## config.mk

```make
export PLATFORM = sky130hd
export DESIGN_NAME = piso_stream
export DESIGN_NICKNAME = d
export VERILOG_FILES = /design/src/rtl/piso_pkg.sv /design/src/rtl/piso_shift_core.sv /design/src/rtl/piso_stream.sv
export SDC_FILE = /design/constraint.sdc
export NUM_CORES = 1
export LEC_CHECK = 0
export ABC_CLOCK_PERIOD_IN_PS = 3000
export CORE_MARGIN = 8
export CORE_UTILIZATION = 57
export CTS_BUF_LIST = sky130_fd_sc_hd__clkbuf_16
export CTS_CLUSTER_SIZE = 24
export DETAILED_ROUTE_END_ITERATION = 8
export PLACE_DENSITY = 0.88
export SKIP_LAST_GASP = 1
export SLEW_MARGIN = 10
export SYNTH_ARGS = -nofsm -noshare
export SYNTH_HDL_FRONTEND = slang
export SYNTH_SLANG_ARGS = --single-unit
```

## constraint.sdc

```tcl
create_clock -name clk -period 3 [get_ports clk]
set_clock_uncertainty 0.05 [all_clocks]
set_input_delay 0.9 -clock clk [delete_from_list [all_inputs] [get_ports clk]]
set_output_delay 0.9 -clock clk [all_outputs]
set_load 0.1 [all_outputs]
```

## src/rtl/piso_pkg.sv

```systemverilog
// piso_pkg: shared bit-order constants, occupancy states and length normalisation
package piso_pkg;
    localparam logic LSB_FIRST = 1'b0;
    localparam logic MSB_FIRST = 1'b1;

    typedef enum logic [1:0] {EMPTY, SHIFT, SHIFT_HOLD} state_t;

    function automatic int norm_len(input int len, input int n);
        return (len == 0 || len > n) ? n : len;
    endfunction
endpackage

```

## src/rtl/piso_shift_core.sv

```systemverilog
// piso_shift_core: shift register, bit counter and first/last flags for one word
module piso_shift_core
    import piso_pkg::*;
#(
    parameter int N  = 8,
    parameter int LW = $clog2(N + 1)
) (
    input  logic          clk,
    input  logic          rst_n,
    input  logic          load,
    input  logic [N-1:0]  data,
    input  logic [LW-1:0] len,
    input  logic          msb_first,
    input  logic          take,
    output logic          bit_out,
    output logic          valid,
    output logic          first,
    output logic          last
);
    logic [N-1:0]  sh;
    logic [LW-1:0] idx;
    logic [LW-1:0] len_q;
    logic          msb_q;

    // MSB-first words are left-aligned so the outgoing bit is always sh[N-1]
    always_ff @(posedge clk or negedge rst_n) begin
        if (!rst_n) begin
            sh    <= '0;
            idx   <= '0;
            len_q <= '0;
            msb_q <= LSB_FIRST;
            valid <= 1'b0;
        end else if (load) begin
            sh    <= (msb_first == LSB_FIRST) ? data : data << (N - int'(len));
            idx   <= '0;
            len_q <= len;
            msb_q <= msb_first;
            valid <= 1'b1;
        end else if (valid && take) begin
            if (last) begin
                valid <= 1'b0;
                idx   <= '0;
            end else begin
                sh  <= (msb_q == MSB_FIRST) ? sh << 1 : sh >> 1;
                idx <= idx + LW'(1);
            end
        end
    end

    assign bit_out = valid && ((msb_q == MSB_FIRST) ? sh[N-1] : sh[0]);
    assign first   = valid && (idx == '0);
    assign last    = valid && (idx == len_q - LW'(1));
endmodule

```

## src/rtl/piso_stream.sv

```systemverilog
// piso_stream: handshaked PISO serializer with a one-word holding buffer
module piso_stream
    import piso_pkg::*;
#(
    parameter  int N  = 8,
    localparam int LW = $clog2(N + 1)
) (
    input  logic          clk,
    input  logic          rst_n,
    input  logic [N-1:0]  in_data,
    input  logic [LW-1:0] in_len,
    input  logic          in_msb_first,
    input  logic          in_valid,
    output logic          in_ready,
    output logic          ser_out,
    output logic          ser_valid,
    input  logic          ser_ready,
    output logic          ser_first,
    output logic          ser_last
);
    state_t        state, state_nx;
    logic [N-1:0]  hold_data;
    logic [LW-1:0] hold_len;
    logic          hold_msb;
    logic [LW-1:0] in_len_n;
    logic          accept, done, load, hold_we, use_hold;

    assign in_len_n = LW'(norm_len(int'(in_len), N));
    assign accept   = in_valid && in_ready;
    assign done     = ser_valid && ser_ready && ser_last;

    always_ff @(posedge clk or negedge rst_n) begin
        if (!rst_n) state <= EMPTY;
        else        state <= state_nx;
    end

    always_comb begin
        state_nx = state;
        case (state)
            EMPTY:      state_nx = accept ? SHIFT : EMPTY;
            SHIFT:      state_nx = done ? (accept ? SHIFT : EMPTY) : (accept ? SHIFT_HOLD : SHIFT);
            SHIFT_HOLD: state_nx = done ? SHIFT : SHIFT_HOLD;
            default:    state_nx = EMPTY;
        endcase
    end

    // held word always wins the shifter over a newly offered one
    always_comb begin
        in_ready = state != SHIFT_HOLD;
        use_hold = state == SHIFT_HOLD;
        load     = (state == EMPTY && accept) || (state == SHIFT && done && accept) ||
                   (state == SHIFT_HOLD && done);
        hold_we  = state == SHIFT && accept && !done;
    end

    always_ff @(posedge clk or negedge rst_n) begin
        if (!rst_n) begin
            hold_data <= '0;
            hold_len  <= '0;
            hold_msb  <= LSB_FIRST;
        end else if (hold_we) begin
            hold_data <= in_data;
            hold_len  <= in_len_n;
            hold_msb  <= in_msb_first;
        end
    end

    piso_shift_core #(.N(N), .LW(LW)) u_core (
        .clk       (clk),
        .rst_n     (rst_n),
        .load      (load),
        .data      (use_hold ? hold_data : in_data),
        .len       (use_hold ? hold_len : in_len_n),
        .msb_first (use_hold ? hold_msb : in_msb_first),
        .take      (ser_ready),
        .bit_out   (ser_out),
        .valid     (ser_valid),
        .first     (ser_first),
        .last      (ser_last)
    );
endmodule

```

### Word level (Yosys, flattened, before mapping)

Index checks and enable logic that the tools add are counted.

| storage, ports and cells | value |
|---|---|
| output and inout port bits | 5 |
| bits of input ports | 17 |
| bits in registers | 33 |

| cells by class | value |
|---|---|
| magnitude comparators | 1 |
| shift operators | 1 |
| equality and inequality tests | 5 |
| reductions and logical operators | 23 |
| mux-type cells | 21 |
| $add $sub $neg | 3 |

Operators by type and width:

| kind | number |
|---|---|
| 8-bit 2-to-1 mux | 6 |
| 8-bit by 32-bit << shifter with 8-bit output | 1 |
| 4-bit 2-to-1 mux | 5 |
| 1-bit logical AND | 12 |
| 4-bit zero test | 2 |
| 1-bit 2-to-1 mux | 6 |
| 2-bit 2-to-1 mux | 3 |
| 2-bit one-hot mux with 3 select lines | 1 |
| 4-bit by 4-bit subtractor with 5-bit output (first input constant) | 1 |
| 4-bit by 1-bit adder with 4-bit output (second input constant) | 1 |
| 4-bit equality test | 1 |
| 4-bit > comparator (second input constant) | 1 |
| 2-bit AND reduction | 2 |
| 2-bit nonzero test | 2 |
| 4-bit by 1-bit subtractor with 4-bit output (second input constant) | 1 |
| 1-bit logical OR | 3 |
| 2-bit by 1-bit equality test with 1-bit output (second input constant) | 1 |
| 2-bit equality test (second input constant) | 1 |
| 2-bit zero test | 1 |
| 2-bit by 1-bit != test with 1-bit output (second input constant) | 1 |
| 2-bit != test (second input constant) | 1 |
| 1-bit zero test | 1 |

### Logic depth before layout (Yosys ltp)

Gate-level depths: netlist of run 1.

| logic depth | value |
|---|---|
| word-level depth | 10 |
| mapped depth | 10 |
| mapped depth without buffers | 9 |

### Hierarchy

Synthesis of run 1 repeated with hierarchy kept, for this count alone.

| second synthesis, totals | value |
|---|---|
| cell total of the unflattened synthesis | 251 |
| area, all modules | 2397.3 sq um |

Modules (own cells, without submodules):

| module | cells an instance | area an instance (sq um) | seq. area each (sq um) | instances |
|---|---|---|---|---|
| piso_shift_core | 167 | 1534.0 | 450.4 | 1 |
| piso_stream | 84 | 863.3 | 375.4 | 1 |

### Worst setup path before layout of run 1

OpenSTA, ideal clock, no wires.

| timing path | value |
|---|---|
| path kind | register to output |
| from | register u_core.valid |
| to | output port ser_first |
| setup slack | -1.852 ns |
| arrival time | 3.902 ns |
| buffers on the path | 0 |
| cell stages (with the launch flop) | 2 |
| cells stage by stage | dfrtp_1 nor4bb_1 |

| on the way | value |
|---|---|
| word-level cells in the longest chain between the ends | 1 |

Ends and longest elaborated chain:

| what | line | text |
|---|---|---|
| from (decl) | piso_shift_core.sv:16 | `output logic valid,` |
| from (signal assigned) | piso_shift_core.sv:32 | `valid <= 1'b0;` |
| from (signal assigned) | piso_shift_core.sv:38 | `valid <= 1'b1;` |
| from (signal assigned) | piso_shift_core.sv:41 | `valid <= 1'b0;` |
| 1-bit logical AND | piso_shift_core.sv:51 | `assign first = valid && (idx == '0);` |
| to (decl) | piso_stream.sv:18 | `output logic ser_first,` |

Every way passes these cells.

### Final worst setup path of run 1

| timing path | value |
|---|---|
| from | register u_core.len_q[0] |
| to | output port ser_last |

| on the way | value |
|---|---|
| word-level cells in the longest chain between the ends | 3 |

Ends and longest elaborated chain:

| what | line | text |
|---|---|---|
| from (decl) | piso_shift_core.sv:22 | `logic [LW-1:0] len_q;` |
| from (signal assigned) | piso_shift_core.sv:36 | `len_q <= len;` |
| 4-bit by 1-bit subtractor with 4-bit output | piso_shift_core.sv:52 | `assign last = valid && (idx == len_q - LW'(1));` |
| 4-bit equality test | piso_shift_core.sv:52 |  |
| 1-bit logical AND | piso_shift_core.sv:52 |  |
| to (decl) | piso_stream.sv:19 | `output logic ser_last` |

Every way passes these cells.

==> impl_metrics.py, run 1 <==
metrics = {
    "status": {
        "outcome": "complete, no violations",
    },
    "timing": {
        "setup_violations": 0,
        "relSlewSlack_pct": 56.3,
        "hold_viol_final": 0,
        "grt_setup_unrepaired": "false",
        "min_period_ns": 2.90,
        "slew_viol_final": 0,
        "period_share_pct": 96.8,
        "fmax_mhz": 344,
        "tightest_slew_ns": 0.656,
    },
    "clock_network": {
        "clk_pin_slew_ns": 0.05,
        "hold_buffers": 0,
        "htreeDepth": 2,
        "tritoncts": "done",
        "clock_sinks": 33,
        "numCtsBuffers": 5,
        "cts_max_path_buffers": 2,
        "cts_root_buffer": "clkbuf_16",
        "worstSkewPairLatency_ns": 0.28,
    },
    "placed_design": {
        "dp_hpwl_mm": 3.76,
        "place_congestion": 0.848,
        "place_area_um2": 2640,
        "port_buffers": 21,
    },
    "yosys": {
        "synthCells": 242,
        "synth_cell_type_count": 45,
        "synth_edf_count": 0,
        "yosysSeqAreaShare_pct": 36.0,
        "netlist_area_um2": 2290,
        "synth-async-reset-ratio_pct": 100,
        "synth_nets": 264,
        "yosysTopAreaCell": "dfrtp_1",
        "postSynthRegisterBits": 33,
        "synth_common_cells": "dfrtp_1 (33), mux2i_1 (28), a21oi_1 (19)",
        "synth_top_area_share_pct": 36.0,
        "synthTopCellsByArea": "dfrtp_1 (36%), mux2i_1 (12%), mux2_2 (7.4%)",
        "avgSynthCellArea_um2": 9.47,
        "synth_flop_cell": "dfrtp_1",
        "yosysWarnings": 0,
        "yosysMostFrequentCell": "dfrtp_1",
    },
    "power_and_ir_drop": {
        "switching_share_pct": 45.5,
        "sequentialPowerShare_pct": 26.9,
        "power_density_nw_per_um2": 1200,
        "p_clk_share_pct": 14.1,
        "comb_power_share_pct": 59.0,
        "p_leak_uw": 0.00119,
        "p_int_uw": 1810,
        "switchingPower_uw": 1510,
        "ir_worst_vdd_mv": 0.567,
    },
    "worst_setup_path": {
        "max_stage_delay_ns": 0.41,
        "critPathCaptureType": "output port",
        "critPathBufInv": 3,
        "critical_path_arrival_ns": 1.95,
        "worstSetupPathType": "reg -> out",
        "cp-start-kind": "flip-flop",
        "slowest_stage": "dfrtp_1",
        "cp_cell_sequence": "inv_1, ha_1, xor2_1, and3_1, nand3_1, inv_2, buf_12",
        "path_max_fanout": 4,
        "required_ns": 2.05,
        "cp_top_family": "flip-flops",
    },
    "routing": {
        "firstDrtPassIters": 4,
        "drc_errors": 0,
        "highest_layer": "met4",
        "wl_met2_mm": 2.53,
        "ant_nets": 0,
        "vias_per_cell": 5.99,
        "wl_met1_mm": 2.29,
        "wl_per_cell_um": 16.1,
        "vias": 1910,
        "drt_wl_total_mm": 5.15,
        "wl_met3_um": 241,
        "dr.first_iter.drc_count": 121,
    },
    "global_routing": {
        "overflow": 0,
        "grt_pass1_wl_mm": 8.77,
        "grt_pass1_vias": 1921,
        "antenna_found_initial": 0,
        "grt_max_degree": 34,
        "track_usage_pct": 17.4,
    },
    "die": {
        "coreArea_um2": 3940,
        "die_w_um": 79.4,
        "fp-row-count": 23,
        "start_util_pct": 58.1,
        "die_h_um": 79.4,
        "io_pins": 22,
        "die_area_um2": 6300,
    },
    "job": {
        "cap_violations": 0,
    },
    "final_layout": {
        "nNetsFinal": 291,
        "area_growth_syn_to_layout_pct": 21.0,
        "postLayoutCellArea_um2": 2770,
        "drive_above_1_share_pct": 17.5,
        "fillers": 279,
        "diodes": 0,
        "postLayoutCoreUtil_pct": 70.3,
    },
    "worst_hold_path": {
        "hp-class": "reg -> reg",
    },
}
-- path summary, 6_finish.rpt --
kind                                  from            to  slack, ns  cells after the start
max                        u_core.len_q[0]      ser_last        0.1                      7
min                            hold_len[1]   hold_len[1]       0.47                      1
max reg2reg                u_core.len_q[0]  hold_data[6]       0.51                      7
min reg2reg                    hold_len[1]   hold_len[1]       0.47                      1
max in group asynchronous            rst_n  hold_data[5]       1.62                      2
min in group asynchronous            rst_n      state[0]       0.97                      2
-- registers in the layout (all words and copies together), names as in the netlist --
name,flops
hold_len,4
u_core.len_q,4
u_core.valid,1
u_core.idx,4
u_core.sh,8
u_core.msb_q,1
hold_data,8
hold_msb,1
state,2
-- cell families after synthesis --
logic type / Yosys count / synth area share (%)
AOI/OAI and AO/OA: 57 / 16.1
xor gates and xnor gates: 9 / 3.77
adders and majority gates: 5 / 2.73
buffers and inverters: 21 / 3.93
DFF: 33 / 36.0
muxes: 44 / 20.6
and+or+nand+nor: 73 / 16.8
-- placed cells by master (no fill, tap or decap), types with 11 or more instances in the layout --
master / synthesis / layout
buf_4: 1 / 17
a211oi_1: 11 / 11
mux2_2: 15 / 15
dfrtp_1: 33 / 33
a21oi_1: 19 / 19
nor2_1: 16 / 16
mux2i_1: 28 / 28
nor2b_1: 14 / 13
nand2_1: 16 / 16
clkdlybuf4s50_1: 0 / 16
-- cell type report --
class | instances | area (µm²) | share of cell area [%]
multi-input cells | 188 | 1400 | 50.5
flip-flops and latches | 33 | 826 | 29.8
repair buffers | 35 | 328 | 11.8
clock buffers | 5 | 125 | 4.51
well taps | 50 | 62.6 | 2.26
inverters | 6 | 25.0 | 0.903
clock inverters | 2 | 7.51 | 0.271
-- repair_timing --
action | CTS | global route
endpoints found under the setup margin | 0 | 1
setup buffers | 0 | 0
endpoints found under the hold margin | 0 | 0
resized for setup | 0 | 1
-- routing by layer --
layer / GRT usage [%] / up-vias
li1: - / 933
met1: 21.5 / 919
met2: 27.6 / 49
met3: 4.05 / 9
met4: 8.70 / 0
met5: 0 / -
-- worst register-to-register path, stage by stage, from the launching register on --
cell     delay [ns]
dfrtp_1        0.41
inv_1          0.07
ha_1           0.31
xor2_1         0.16
and3_1         0.23
nand4_1        0.12
and3_1         0.59
mux2_2         0.43
-- metrics by stage --
stage	TNS [ns]	hold WS [ns]	instances	setup slack (ns)	total power (µW)
floorplan	-0.0842	0.430	242	-0.0842	2330
global placement	-0.0388	0.441	312	-0.0248	2750
detailed placement	-0.303	0.453	312	-0.116	2820
CTS	0	0.471	319	0.0919	3310
global route	0	0.492	319	0.00858	3530
finish	0	0.473	319	0.0955	3320
-- power groups by stage --
| stage | combinational, µW | clock (µW) | sequential (µW) |
|---|---|---|---|
| after floorplan | 1470 | 0 | 859 |
| after global placement | 1870 | 0 | 880 |
| after detailed placement | 1930 | 0 | 896 |
| after CTS | 1950 | 476 | 889 |
| after global routing | 2120 | 489 | 924 |
| final | 1960 | 467 | 892 |
Power figures use the tool's default switching activity.
==> run 2: changes to the inputs <==
--- a/config.mk
+++ b/config.mk
@@ -5,13 +5,14 @@
 export SDC_FILE = /design/constraint.sdc
 export NUM_CORES = 1
 export LEC_CHECK = 0
-export ABC_CLOCK_PERIOD_IN_PS = 3000
+export ABC_CLOCK_PERIOD_IN_PS = 3350
 export CORE_MARGIN = 8
-export CORE_UTILIZATION = 57
+export CORE_UTILIZATION = 60
 export CTS_BUF_LIST = sky130_fd_sc_hd__clkbuf_16
 export CTS_CLUSTER_SIZE = 24
 export DETAILED_ROUTE_END_ITERATION = 8
-export PLACE_DENSITY = 0.88
+export PLACE_DENSITY = 0.91
+export RECOVER_POWER = 50
 export SKIP_LAST_GASP = 1
 export SLEW_MARGIN = 10
 export SYNTH_ARGS = -nofsm -noshare
==> constraint.sdc (replaced) <==
create_clock -name clk -period 3.35 [get_ports clk]
set_clock_uncertainty 0.05 [all_clocks]
set_input_delay 1.005 -clock clk [delete_from_list [all_inputs] [get_ports clk]]
set_output_delay 1.005 -clock clk [all_outputs]
set_load 0.1 [all_outputs]
==> run 2 against run 1 <==
The flow now finishes with violations (max-capacitance violations, max-slew violations). Power is 12% lower. Critical endpoint is now u_core.sh[5]. Sequential share of layout area increased by 0.63 points. Via count rose by 3.7%. Worst setup slack better by 0.16 ns. Non-clock buffer count is 6 lower. Routed wire length increased by 4.1%. Cell area down 2.1%. Count of clock-buffer cells in the layout unchanged. Global-route usage up 0.65 points. Highest routed layer unchanged. Clock power is 6.6% lower. Combinational power fell by 15%. Cell count is 2.2% lower.
==> impl_metrics.py, run 2 (synthesis gave the netlist of run 1 again) <==
metrics = {
    "status": {
        "violations": "max-capacitance violations, max-slew violations",
        "outcome": "finished, violations left",
    },
    "worst_setup_path": {
        "cp_top_family": "buffers and inverters",
        "worstSetupPathType": "in -> reg",
        "critical_path_arrival_ns": 3.20,
        "critPathBufInv": 1,
        "path_max_fanout": 4,
        "rr_endpoint": "u_core.sh[5]",
        "slowest_stage": "clkdlybuf4s50_1",
        "cpMostUsedCell": "mux2i_1",
        "cp_num_cells": 8,
        "critPathCaptureType": "flip-flop",
        "max_stage_delay_ns": 0.47,
        "required_ns": 3.46,
        "reg2reg_slack_ns": 0.50,
        "r2r-start": "state[0]",
        "cp-start-kind": "input port",
        "rr_worst_depth": 8,
        "cp_cell_sequence": "clkdlybuf4s50_1, nor2b_1, mux2i_1, ha_1, xnor2_1, mux2i_1, o21ai_0, a221o_1",
    },
    "power_and_ir_drop": {
        "power_density_nw_per_um2": 1070,
        "ir_worst_vdd_mv": 0.567,
        "p_total_uw": 2910,
        "p_leak_uw": 0.00115,
    },
    "final_layout": {
        "multi_input_area_um2": 1400,
        "nNetsFinal": 285,
        "final_common_cell": "dfrtp_1",
        "area_growth_syn_to_layout_pct": 18.5,
        "final_cell_mix": "dfrtp_1 (33), mux2i_1 (28), a21oi_1 (19)",
        "largest_registers": "hold_data (8), u_core.sh (8)",
        "regArea_um2": 826,
        "drive_above_1_share_pct": 15.5,
        "diodes": 0,
        "postLayoutCellArea_um2": 2720,
        "fillers": 241,
    },
    "worst_hold_path": {
        "whs_path_depth": 1,
        "hp-class": "reg -> reg",
        "worstHoldStart": "hold_len[1]",
        "min_to": "hold_len[1]",
    },
    "global_routing": {
        "grt_max_degree": 34,
        "grt_pass1_vias": 1950,
        "track_usage_pct": 18.0,
        "antenna_found_initial": 0,
        "overflow": 0,
        "grt_pass1_wl_mm": 8.98,
    },
    "clock_network": {
        "clock_sinks": 33,
        "cts_root_buffer": "clkbuf_16",
        "cts_resized": 0,
        "clk_pin_slew_ns": 0.05,
        "worstSkewPairLatency_ns": 0.28,
        "cts_setup_buffers": 0,
        "cts_max_path_buffers": 2,
        "numCtsBuffers": 5,
        "tritoncts": "done",
        "htreeDepth": 2,
        "hold_buffers": 0,
    },
    "routing": {
        "drt_wl_total_mm": 5.36,
        "wl_per_cell_um": 17.2,
        "vias": 1980,
        "dr.first_iter.drc_count": 100,
        "drc_errors": 0,
        "ant_nets": 0,
        "firstDrtPassIters": 4,
        "vias_per_cell": 6.35,
    },
    "timing": {
        "grt_setup_unrepaired": "false",
        "period_share_pct": 92.5,
        "whs_ns": 0.455,
        "setup_violations": 0,
        "min_period_ns": 3.10,
        "slew_viol_final": 34,
        "tightest_slew_ns": 1.78,
        "hold_viol_final": 0,
        "relSlewSlack_pct": -18.6,
        "fmax_mhz": 323,
    },
    "placed_design": {
        "place_area_um2": 2580,
        "port_buffers": 21,
        "dp_hpwl_mm": 3.83,
        "place_congestion": 0.880,
    },
    "die": {
        "coreArea_um2": 3660,
        "start_util_pct": 62.6,
        "die_w_um": 77.8,
        "io_pins": 22,
        "fp-row-count": 22,
        "die_area_um2": 6050,
        "die_h_um": 77.8,
    },
    "job": {
        "cap_violations": 1,
    },
}
==> run 2: changes by cell type in the layout (fill, tap and decap cells not counted), moves of 2 or more <==
| cell | delta |
|---|---|
| buf_4 | -7 |
| clkbuf_1 | +2 |
| clkdlybuf4s50_1 | -2 |
| clkinv_2 | +2 |
| dlygate4sd3_1 | +2 |
==> run 2: layout make-up <==
type	count	area share, %
Timing Repair Buffer	29	9.68
Sequential cell	33	30.4
Multi-Input combinational cell	188	51.5
Clock buffer	5	4.61
Tap cell	48	2.21
Clock inverter	3	0.645
Inverter	6	0.922
==> run 2: worst max path at each step <==
stage	from	endpoint	slack, ns
6_report	in_len[3]	u_core.sh[5]	0.25
5_1_grt	in_len[3]	u_core.sh[5]	0.11
4_1_cts	in_len[3]	u_core.sh[5]	0.26
3_5_place_dp	in_len[3]	u_core.sh[5]	-0.0002
3_3_place_gp	in_len[0]	u_core.sh[5]	0.15
2_1_floorplan	u_core.valid	ser_first	0.16
==> run 2: metrics by stage <==
step | instances | setup slack (ns) | TNS, ns | utilization [%]
after floorplan | 242 | 0.161 | 0 | -
after global placement | 304 | 0.148 | 0 | 70.5
after detailed placement | 304 | -0.000151 | -0.000151 | 70.5
after CTS | 312 | 0.260 | 0 | 74.4
after global routing | 312 | 0.114 | 0 | 74.2
final | 312 | 0.253 | 0 | 74.2
==> run 2: power breakdown <==
part	internal, µW	switching (µW)
Sequential	592	226
Clock	272	164
Combinational	692	969
==> run 2: worst register-to-register path: cells and delay by family (launching register included) <==
family          cells  cell delay (ns)
fa+ha+maj           1             0.31
buf+inv             1             0.20
mux                 2             0.48
simple gates        1             0.41
xor+xnor            1             0.38
compound gates      2             0.44
flops               1             0.46
==> run 2: per-layer routing <==
layer  up-vias  GRT usage, %  share of wire (%)  wire length [µm]
li1        929             -                  -                 -
met4         0          8.68                3.2               170
met3        20          4.26                4.7               254
met2        70          30.2                 49              2650
met5         -             0                  0                 0
met1       961          21.1                 43              2290
